## src/rtl/traffic_light_pkg.sv

```systemverilog
// Shared state encoding and lamp codes for the highway / farm-road intersection controller.
package traffic_light_pkg;

    typedef enum logic [2:0] {
        HG_FR   = 3'd0,
        HY_FR   = 3'd1,
        HR_FG   = 3'd2,
        HR_FY   = 3'd3,
        ALLRED1 = 3'd4,
        ALLRED2 = 3'd5
    } state_t;

    localparam logic [2:0] LAMP_GREEN  = 3'b001;
    localparam logic [2:0] LAMP_YELLOW = 3'b010;
    localparam logic [2:0] LAMP_RED    = 3'b100;

    function automatic int max_int(input int a, input int b);
        return (a > b) ? a : b;
    endfunction

endpackage

```

## src/rtl/traffic_tick_gen.sv

```systemverilog
// Clock-enable divider: one-cycle tick every TICK_DIV clocks (constant high when TICK_DIV = 1).
module traffic_tick_gen #(
    parameter int TICK_DIV = 1
) (
    input  logic clk,
    input  logic rst_n,
    output logic tick
);

    localparam int CW = (TICK_DIV > 1) ? $clog2(TICK_DIV) : 1;
    localparam logic [CW-1:0] LAST = CW'(TICK_DIV - 1);

    logic [CW-1:0] cnt;

    assign tick = (cnt == LAST);

    always_ff @(posedge clk) begin
        if (rst_n) begin
            cnt <= '0;
        end else if (tick) begin
            cnt <= '0;
        end else begin
            cnt <= cnt + 1'b1;
        end
    end

endmodule

```

## src/rtl/traffic_light.sv

```systemverilog
// Moore intersection controller: highway green by default, farm-road cycle on synced sensor request.
// Optional all-red clearance phases when TRAFFIC_ALL_RED_EN is defined.
module traffic_light
    import traffic_light_pkg::*;
#(
    parameter int TICK_DIV            = 1,
    parameter int YELLOW_TICKS        = 3,
    parameter int FARM_GREEN_TICKS    = 10,
    parameter int HWY_MIN_GREEN_TICKS = 4
`ifdef TRAFFIC_ALL_RED_EN
    ,
    parameter int ALL_RED_TICKS       = 1
`endif
) (
    input  logic       clk,
    input  logic       rst_n,
    input  logic       sensor,
    output logic [2:0] light_highway,
    output logic [2:0] light_farm
);

`ifdef TRAFFIC_ALL_RED_EN
    localparam int MAX_TICKS = max_int(max_int(YELLOW_TICKS, FARM_GREEN_TICKS),
                                       max_int(HWY_MIN_GREEN_TICKS, ALL_RED_TICKS));
`else
    localparam int MAX_TICKS = max_int(max_int(YELLOW_TICKS, FARM_GREEN_TICKS),
                                       HWY_MIN_GREEN_TICKS);
`endif
    localparam int TW = $clog2(MAX_TICKS) + 1;

    localparam logic [TW-1:0] YELLOW_LAST  = TW'(YELLOW_TICKS - 1);
    localparam logic [TW-1:0] FARM_LAST    = TW'(FARM_GREEN_TICKS - 1);
    localparam logic [TW-1:0] HWY_MIN_LAST = TW'(HWY_MIN_GREEN_TICKS - 1);
`ifdef TRAFFIC_ALL_RED_EN
    localparam logic [TW-1:0] ALL_RED_LAST = TW'(ALL_RED_TICKS - 1);
`endif

    state_t        state;
    state_t        state_next;
    logic [TW-1:0] timer;
    logic          tick;
    logic          sync_meta;
    logic          sensor_sync;

    traffic_tick_gen #(
        .TICK_DIV (TICK_DIV)
    ) u_tick_gen (
        .clk   (clk),
        .rst_n (rst_n),
        .tick  (tick)
    );

    always_ff @(posedge clk) begin
        if (rst_n) begin
            sync_meta   <= 1'b0;
            sensor_sync <= 1'b0;
        end else begin
            sync_meta   <= sensor;
            sensor_sync <= sync_meta;
        end
    end

    // Timer restarts with each phase so every comparison below is phase-relative.
    always_ff @(posedge clk) begin
        if (rst_n) begin
            state <= HG_FR;
            timer <= '0;
        end else begin
            state <= state_next;
            if (state_next != state) begin
                timer <= '0;
            end else if (tick && (timer != '1)) begin
                timer <= timer + 1'b1;
            end
        end
    end

    always_comb begin
        state_next = state;
        case (state)
            HG_FR: begin
                if (tick && sensor_sync && (timer >= HWY_MIN_LAST)) state_next = HY_FR;
            end
            HY_FR: begin
`ifdef TRAFFIC_ALL_RED_EN
                if (tick && (timer == YELLOW_LAST)) state_next = ALLRED1;
`else
                if (tick && (timer == YELLOW_LAST)) state_next = HR_FG;
`endif
            end
            HR_FG: begin
                if (tick && (timer == FARM_LAST)) state_next = HR_FY;
            end
            HR_FY: begin
`ifdef TRAFFIC_ALL_RED_EN
                if (tick && (timer == YELLOW_LAST)) state_next = ALLRED2;
`else
                if (tick && (timer == YELLOW_LAST)) state_next = HG_FR;
`endif
            end
`ifdef TRAFFIC_ALL_RED_EN
            ALLRED1: begin
                if (tick && (timer == ALL_RED_LAST)) state_next = HR_FG;
            end
            ALLRED2: begin
                if (tick && (timer == ALL_RED_LAST)) state_next = HG_FR;
            end
`endif
            default: state_next = HG_FR;
        endcase
    end

    always_comb begin
        light_highway = LAMP_RED;
        light_farm    = LAMP_RED;
        case (state)
            HG_FR: light_highway = LAMP_GREEN;
            HY_FR: light_highway = LAMP_YELLOW;
            HR_FG: light_farm    = LAMP_GREEN;
            HR_FY: light_farm    = LAMP_YELLOW;
            default: begin
                light_highway = LAMP_RED;
                light_farm    = LAMP_RED;
            end
        endcase
    end

endmodule

```

## config.mk

```make
export PLATFORM = sky130hd
export DESIGN_NAME = traffic_light
export DESIGN_NICKNAME = d
export VERILOG_FILES = /design/src/rtl/traffic_light_pkg.sv /design/src/rtl/traffic_tick_gen.sv /design/src/rtl/traffic_light.sv
export SDC_FILE = /design/constraint.sdc
export NUM_CORES = 1
export LEC_CHECK = 0
export CORE_MARGIN = 1
export CORE_UTILIZATION = 35
export DETAILED_ROUTE_END_ITERATION = 10
export GPL_ROUTABILITY_DRIVEN = 0
export PLACE_DENSITY_LB_ADDON = 0.25
export RECOVER_POWER = 50
export SLEW_MARGIN = 20
export SYNTH_ARGS = -nofsm -noshare
export SYNTH_HDL_FRONTEND = slang
export SYNTH_SLANG_ARGS = --single-unit
```

## constraint.sdc

```tcl
create_clock -name clk -period 2.2 [get_ports clk]
set_input_delay 0.44 -clock clk [delete_from_list [all_inputs] [get_ports clk]]
set_output_delay 0.44 -clock clk [all_outputs]
set_load 0.05 [all_outputs]
```

==> flow_metrics.py, run 1 <==
metrics = {
    "run_status": {
        "status": "completed",
    },
    "clock_network": {
        "hold_buffers": 0,
        "cts_buffer_depth": 2,
        "cts_tree": "yes",
        "root_buffer": "clkbuf_4",
        "clkLatencyLatePin_ps": 260,
        "clock_sinks": 11,
        "cts_inserted_buffers": 3,
        "htreeDepth": 1,
        "clkSlewWorstSetupHoldPaths_ps": 70,
    },
    "worst_setup_path": {
        "critical_path.max_fanout": 8,
        "crit_path_max_incr_delay_ps": 470,
        "cp.required_ps": 1760,
        "crit_slowest_cell": "clkbuf_1",
        "worst_setup_path_start_kind": "flop",
        "cp-end-kind": "output port",
        "path_cells": "or2_1, nor2_1, clkbuf_1",
        "worst-setup-path-type": "flop to output port",
        "cp.arrival_ps": 1450,
    },
    "place": {
        "placed_cell_area_um2": 658,
        "hpwlAfterDp_um": 697,
        "dp_cells": 85,
        "detailedPlace.worstSlack_ps": 351,
        "port_buffers": 8,
    },
    "routing": {
        "routed_wl_um": 961,
        "wl_per_cell_um": 10.8,
        "vias_per_cell": 4.99,
        "ant_nets": 0,
        "drt_first_pass_iters": 2,
        "route.detailed.drc": 0,
        "drtIter0Drc": 4,
        "num_vias": 444,
    },
    "yosys": {
        "async_flop_share_pct": 0,
        "synth_seq_cells": 11,
        "syn_area_um2": 557,
        "yosysUniqueCellTypes": 28,
        "syn-mean-instance-area_um2": 9.28,
        "postSynthCellCount": 60,
        "synthFlopType": "dfxtp_1",
        "seq_area_frac_synth_pct": 39.6,
        "synth_edf_count": 0,
        "yosys_warnings": 0,
    },
    "sta": {
        "setup_ws_ps": 312,
        "fin_skew_ps": 4.01,
        "fmax_ghz": 0.530,
        "finalCritPeriodShare_pct": 85.8,
        "hold_viol_final": 0,
        "slew_headroom_pct": 60.4,
        "finalSetupTns_ps": 0,
        "rsz0062_at_grt": "false",
        "holdWs_ps": 441,
        "setup_violations": 0,
        "slew_viol_final": 0,
        "finalCriticalPeriod_ps": 1890,
        "worst_pin_slew_ps": 596,
    },
    "floorplan": {
        "die_h_um": 41.9,
        "num_rows": 14,
        "die_area_um2": 1750,
        "pin_count": 9,
        "start_util_pct": 37.4,
        "core_um2": 1490,
        "die_w_um": 41.9,
    },
    "final_layout": {
        "final_cell_mix": "dfxtp_1, nor2_1, inv_1",
        "nFillCells": 153,
        "layout_commonest_cell": "dfxtp_1",
        "drive_above_1_share_pct": 15.1,
        "register_area_um2": 220,
        "design_area_um2": 674,
        "multiInputGateArea_um2": 320,
        "n_antenna_cell": 0,
        "final_cells": 89,
        "fin_nets": 81,
        "area_growth_pct": 21.1,
    },
    "power_and_ir_drop": {
        "irDropWorstVdd_uv": 287,
        "p_per_area_nw_per_um2": 561,
        "leakage_uw": 0.000274,
    },
    "grt": {
        "antenna_found_initial": 0,
        "grt_max_degree": 9,
        "grt_pass1_vias": 404,
        "grt_pass1_wl_um": 1730,
        "grt_use_total_pct": 13.3,
        "grt_overflow_total": 0,
    },
    "min_path": {
        "hold_class": "flop to flop",
    },
    "flow_run": {
        "maxCapViolations": 0,
    },
}
## flip-flops by register name (all words and copies together), names as in the netlist
signal          cells
sensor_sync         1
sync_meta           1
state               3
u_tick_gen.cnt      1
timer               5
## synthesized netlist by cell type, drive strengths merged, types with 2 or more instances
cell	n	share of area (%)
nand3	3	2.7
ha	4	9.0
a31oi	2	3.4
nor2b	3	3.8
xor2	3	4.7
dfxtp	11	40
inv	5	3.4
nor3	4	3.6
nand2	2	1.3
nor2	8	5.8
## kinds of logic after synthesis
kind of cell	count (synthesis)	synth area share, %
flip-flops	11	39.6
AND/OR/NAND/NOR	27	27.9
adder cells (fa/ha/maj)	4	8.99
other	1	0.674
XOR/XNOR	4	6.29
buffers and inverters	5	3.37
AO/OA/AOI/OAI	8	13.3
## layer usage
layer	wire [µm]	part of all wire (%)	global-route usage (%)	up-vias
met5	0	0	0	-
met4	14	1.5	9.68	0
met3	46	4.8	3.91	2
met2	397	41	18.4	7
met1	503	52	17.3	199
li1	-	-	-	236
## layout make-up
cell class | instances | share of cell area, %
multi-input cells | 45 | 47.5
flip-flops and latches | 11 | 32.7
repair buffers | 8 | 10.2
clock buffers | 4 | 3.90
well taps | 16 | 2.97
inverters | 5 | 2.78
## power by group
part	switching, µW	internal (µW)	leakage [µW]
combinational	19.6	13.7	0.000169
clock	63.9	70.0	0.0000150
sequential	6.32	205	0.0000901
total	89.8	288	0.000274
## worst max-delay path, delay by kind of cell (launching register included)
family | cells | cell delay (ps)
flops | 1 | 380
buf+inv | 1 | 470
simple gates | 2 | 340
## path summary, 6_finish.rpt
check	from	endpoint	slack, ps	depth (start not counted)
worst max-delay path	state[2]	light_highway[1]	310	3
worst min-delay path	sync_meta	sensor_sync	440	1
worst max register to register	timer[0]	timer[1]	450	5
worst min register to register	sync_meta	sensor_sync	440	1
## stage by stage
| stage | utilization [%] | power, µW |
|---|---|---|
| final | 45.3 | 378 |
| after global routing | 45.3 | 400 |
| after CTS | 46.0 | 389 |
| after detailed placement | 44.2 | 251 |
| after global placement | 44.2 | 250 |
| after floorplan | - | 238 |
## repair_timing
action / 4_1_cts / 5_1_grt
endpoints found under the setup margin: 0 / 3
hold endpoints to repair: 0 / 0
buffers inserted: 0 / 0
resized for setup: 0 / 3
(Power assumes the default switching activity.)
==> inputs of run 2 (changes only) <==
--- a/config.mk
+++ b/config.mk
@@ -7,6 +7,7 @@
 export LEC_CHECK = 0
 export CORE_MARGIN = 1
 export CORE_UTILIZATION = 35
+export CTS_CLUSTER_SIZE = 24
 export DETAILED_ROUTE_END_ITERATION = 10
 export GPL_ROUTABILITY_DRIVEN = 0
 export PLACE_DENSITY_LB_ADDON = 0.25
==> results of run 2 <==
Final layout, timing and power as in run 1 (identical DEF).
